<file path="src/rtl/gs_frame_pkg.sv">
// Shared sizes and FSM encoding for the TLC5940 grayscale frame loader.
package gs_frame_pkg;

   localparam int NUM_CHAINS = 4;
   localparam int NUM_CH     = 16;
   localparam int GS_W       = 12;
   localparam int DATA_LSB   = 2;
   localparam int DATA_MSB   = DATA_LSB + NUM_CH * GS_W - 1;

   typedef enum logic [1:0] {
      IDLE = 2'd0,
      PEND = 2'd1,
      COPY = 2'd2
   } state_t;

endpackage

</file>
<file path="src/rtl/gs_gamma.sv">
// Combinational gamma curve: squares the low byte of a grayscale value, keeps the top 12 bits.
module gs_gamma
   import gs_frame_pkg::*;
(
   input  logic [GS_W-1:0] din,
   output logic [GS_W-1:0] dout
);

   logic [15:0] sq;
   logic        unused_bits;

   assign sq          = {8'd0, din[7:0]} * {8'd0, din[7:0]};
   assign dout        = sq[15:4];
   assign unused_bits = ^{din[11:8], sq[3:0]};

endmodule

</file>
<file path="src/rtl/gs_frame_loader.sv">
// Double-buffered grayscale frame store for four TLC5940 chains; shadow swaps to active on xlat.
// Optional GS_GAMMA_EN applies a squaring gamma curve to every write.
module gs_frame_loader
   import gs_frame_pkg::*;
(
   input  logic                       clk,
   input  logic                       rst,
   input  logic                       wr_valid,
   output logic                       wr_ready,
   input  logic [1:0]                 wr_chain,
   input  logic [3:0]                 wr_chan,
   input  logic [GS_W-1:0]            wr_data,
   input  logic                       commit,
   input  logic                       clr,
   input  logic                       xlat,
   output logic [DATA_MSB:DATA_LSB]   data_register0,
   output logic [DATA_MSB:DATA_LSB]   data_register1,
   output logic [DATA_MSB:DATA_LSB]   data_register2,
   output logic [DATA_MSB:DATA_LSB]   data_register3,
   output logic                       commit_done,
   output logic                       busy,
   output logic [7:0]                 frame_cnt,
   output logic [1:0]                 state_dbg
);

   // Handshake: a write is taken on a rising clk edge where wr_valid and wr_ready are both high;
   // wr_ready never waits on wr_valid, and a refused write is simply dropped.

   state_t                    state_q, state_d;
   logic                      xlat_q;
   logic                      xlat_rise;
   logic                      wr_fire;
   logic                      swap;
   logic [GS_W-1:0]           wr_value;
   logic [GS_W-1:0]           shadow [NUM_CHAINS][NUM_CH];
   logic [DATA_MSB:DATA_LSB]  active [NUM_CHAINS];

`ifdef GS_GAMMA_EN
   gs_gamma u_gamma (
      .din  (wr_data),
      .dout (wr_value)
   );
`else
   assign wr_value = wr_data;
`endif

   assign xlat_rise   = xlat & ~xlat_q;
   assign wr_ready    = (state_q == IDLE) & ~clr;
   assign wr_fire     = wr_valid & wr_ready;
   assign busy        = (state_q != IDLE);
   assign commit_done = (state_q == COPY);
   assign state_dbg   = state_q;
   assign swap        = (state_q == PEND) & (state_d == COPY);

   always_comb begin
      state_d = state_q;
      case (state_q)
         IDLE:    if (commit && !clr) state_d = PEND;
         PEND:    if (xlat_rise) state_d = COPY;
         COPY:    state_d = IDLE;
         default: state_d = IDLE;
      endcase
   end

   always_ff @(posedge clk) begin
      if (rst) begin
         state_q   <= IDLE;
         xlat_q    <= 1'b0;
         frame_cnt <= 8'd0;
      end else begin
         state_q <= state_d;
         xlat_q  <= xlat;
         if (swap) frame_cnt <= frame_cnt + 8'd1;
      end
   end

   // clr only acts in IDLE so a pending frame can never be zeroed under the swap.
   always_ff @(posedge clk) begin
      if (rst || (clr && state_q == IDLE)) begin
         for (int c = 0; c < NUM_CHAINS; c++)
            for (int k = 0; k < NUM_CH; k++)
               shadow[c][k] <= '0;
      end else if (wr_fire) begin
         shadow[wr_chain][wr_chan] <= wr_value;
      end
   end

   always_ff @(posedge clk) begin
      if (rst) begin
         for (int c = 0; c < NUM_CHAINS; c++)
            active[c] <= '0;
      end else if (swap) begin
         for (int c = 0; c < NUM_CHAINS; c++)
            for (int k = 0; k < NUM_CH; k++)
               active[c][DATA_LSB + k*GS_W +: GS_W] <= shadow[c][k];
      end
   end

   assign data_register0 = active[0];
   assign data_register1 = active[1];
   assign data_register2 = active[2];
   assign data_register3 = active[3];

endmodule

</file>
<file path="config.mk">
export PLATFORM = sky130hd
export DESIGN_NAME = gs_frame_loader
export DESIGN_NICKNAME = d
export VERILOG_FILES = /design/src/rtl/gs_frame_pkg.sv /design/src/rtl/gs_gamma.sv /design/src/rtl/gs_frame_loader.sv
export SDC_FILE = /design/constraint.sdc
export NUM_CORES = 2
export LEC_CHECK = 0
export ABC_CLOCK_PERIOD_IN_PS = 56600
export CORE_MARGIN = 2
export CORE_UTILIZATION = 30
export DETAILED_ROUTE_END_ITERATION = 8
export SLEW_MARGIN = 20
export SYNTH_ARGS = -nofsm -noshare
export SYNTH_HDL_FRONTEND = slang
export SYNTH_SLANG_ARGS = --single-unit
</file>
<file path="constraint.sdc">
create_clock -name clk -period 56.6 [get_ports clk]
set_input_delay 5.66 -clock clk [delete_from_list [all_inputs] [get_ports clk]]
set_output_delay 5.66 -clock clk [all_outputs]
set_load 0.01 [all_outputs]
</file>
==> run metrics <==
status=finished, final reports clean; hold crit path type=flop to flop; flop2flop setup slack=51,620 ps; GRT Overall Usage=17.56%; CP Class=primary input to output pin; vias in the first global route=31,020; Slew @ Worst Pin=1187 ps; sequential share of the synthesized area=82.13%; Max stage delay cell, worst path=clkdlybuf4s50_1; core footprint=187,400 µm²; Post-Synthesis Cells=3,544; most numerous cell on the critical path=clkdlybuf4s50_1; Hold Path End=active[2][50]; DP HPWL=113.9 mm; clock root cell=clkbuf_16; max-cap check violation count=0; grt total ovfl=0; post_cts resized=0; commonest non-fill, non-tap cell in the layout=edfxtp_1; I/O Pins=805; Tmin final=13,340 ps; Clock Power Share=41.0%; RSZ-0062 raised after global routing=false; Worst R2R End=active[0][86]; worst hold path cell count=1; drt total wl=172.1 mm; die area=191,600 µm²; Area growth syn-to-layout=29.06%; placed cell areas=67,610 µm²; Max Clock Freq=74.98 MHz; Switching Share=22.41%; via count=31,640; Flop pwr share=53.2%; Fillers=17,310; worst-skew pair later-pin latency=810 ps; hold_sp=shadow[2][134]; Die Width=437.7 µm; crit path capture type=output pin; max incr delay on CP=780 ps; Avg WL per Cell=24.49 µm; Sw Pwr=563.9 µW; initial core utilization=30.11%; Synthesized Nets=3,569; Longest Clk Path Bufs=3; Tcrit/Tclk final=23.56%; Yosys cell types=33; CP arrival=7680 ps; TritonRoute pass-1 iters=5; placed cell count=6,718; normalized max-slew margin=20.70%; largest net degree at the start of global routing=218; CTS tree=yes; Final Cell Area=72,830 µm²; Total Neg Setup Slack=0 ps; final estimated routing congestion in global placement=0.8181; Synth Area per Inst=15.92 µm²; antenna violations before repair=15; R2R Path Start=state_dbg[0]; commonest non-fill, non-tap cells in the layout=edfxtp_1, clkdlybuf4s50_1, and2_1, nor2_1, nor3_1; CP Max Fanout=19; pwr/cell area=34.54 nW/µm²; Die Y=437.7 µm; Final Hold Fails=0; final worst setup slack=43,260 ps; H-tree Lvls=4; Worst Setup Start Kind=primary input; layout cells sized above 1=8.807%; Synth Cell Area=56,430 µm²; Post-CTS Setup Bufs=0; Reg clk slew, reported paths=60 ps; #FFs+latches synth=1,547; crit path cell chain=clkdlybuf4s50_1 > nor3_4 > buf_4 > clkdlybuf4s50_1; combinational fraction of design power=5.7%; worst slack at placement=43,240 ps; worst vdd ir=0.02466 mV; 1st-iter DRT viols=2,451; fin nets=4,410; R2R depth=5; Int Power=1.952 mW; global-route wire length before repair=235.2 mm; DR vias/cell=4.503; DRC=0; Top Family by Delay on Critical Path=buffers and inverters; cts bufs inserted=160; Layout Skew=39.05 ps; hold_buf cts=0; Buf/Inv on CP=3; TritonCTS Sinks=1,547; Rows=159; IO buf count=804; required time of the critical path=50,940 ps; final antenna-violating net count=0; Final setup viols=0; leakage power=25.60 nW; Synth warnings=0; Slew Viols, Final=0; Final Instance Count excl. Fillers=7,026
[per-stage QoR]
step	power, mW	hold slack [ps]	utilization, %
final	2.516	483.4	38.86
after global routing	2.592	495.8	38.86
after CTS	2.541	470.8	38.82
after detailed placement	1.509	501.4	36.08
after global placement	1.507	486.9	36.07
after floorplan	1.433	496.7	-
[layout make-up]
cell class              count  area [µm²]  area share (%)
well taps                2495        3122           4.286
multi-input cells        1723        9067           12.45
clock inverters           105       982.2           1.349
repair buffers            937        9059           12.44
inverters                  16       60.06         0.08247
clock buffers             191        4163           5.716
diodes                     12       30.03         0.04123
flip-flops and latches   1547       46340           63.64
[power by group through the flow]
stage	clock, mW	sequential (mW)	combinational, mW
4_1_cts	1.05	1.34	0.146
5_1_grt	1.10	1.34	0.152
3_5_place_dp	0	1.36	0.146
3_3_place_gp	0	1.36	0.144
2_1_floorplan	0	1.40	0.0362
6_report	1.03	1.34	0.144
[synthesized netlist by cell type, drive strengths merged]
master	count	area (µm²)
a21oi	6	30.03
and2	769	4811
and3	1	6.260
and3b	4	35.03
buf	85	420.4
clkbuf	173	649.4
dfxtp	11	220.2
edfxtp	1536	46120
ha	1	12.51
inv	16	60.06
mux2	2	22.52
mux2i	1	10.01
nand2	45	168.9
nand2b	3	18.77
nand3	4	20.02
nand3b	1	7.510
nand4	9	56.30
nand4b	8	70.07
nand4bb	1	11.26
nor2	584	2192
nor2b	7	43.79
nor3	195	987.2
nor3b	5	37.54
nor4	2	12.51
nor4b	1	15.01
o21ai	66	330.3
o31ai	2	15.01
or2	1	6.260
or3	2	12.51
or4	2	15.01
xor2	1	8.760
[worst max-delay path by stage]
stage	startpoint	end	depth (start not counted)
floorplan	rst	active[0][0]	2
global placement	clr	wr_ready	4
detailed placement	clr	wr_ready	4
CTS	clr	wr_ready	4
global route	clr	wr_ready	4
finish	clr	wr_ready	4
[registers in the layout (all words and copies together), names as in the netlist]
register   flops
shadow       768
state_dbg      2
frame_cnt      8
xlat_q         1
active       768
[metal layers]
metal	vias up	GRT usage [%]	part of all wire, %
met5	-	0	0
met4	0	9.294	5.4
met3	311	4.997	7.3
met2	1119	30.55	51
met1	16040	19.44	36
li1	14160	-	-
[logic make-up (layout without fill, tap and decap cells)]
family / Yosys count / after routing / share of synthesized area [%]
AOI/OAI and AO/OA: 74 / 74 / 0.6652
xor gates and xnor gates: 1 / 1 / 0.01552
adders and majority gates: 1 / 1 / 0.02217
buffers and inverters: 274 / 1249 / 2.002
DFF: 1547 / 1547 / 82.13
muxes: 3 / 3 / 0.05765
other: 0 / 12 / 0
and+or+nand+nor: 1644 / 1644 / 15.11
[worst register-to-register path, stage by stage, from the launching register on]
cell	delay, ps
dfxtp_1	530
nand4bb_1	570
nand2b_4	840
buf_4	900
buf_4	810
buf_4	850
Note: power is estimated with default switching activity, not from simulation.
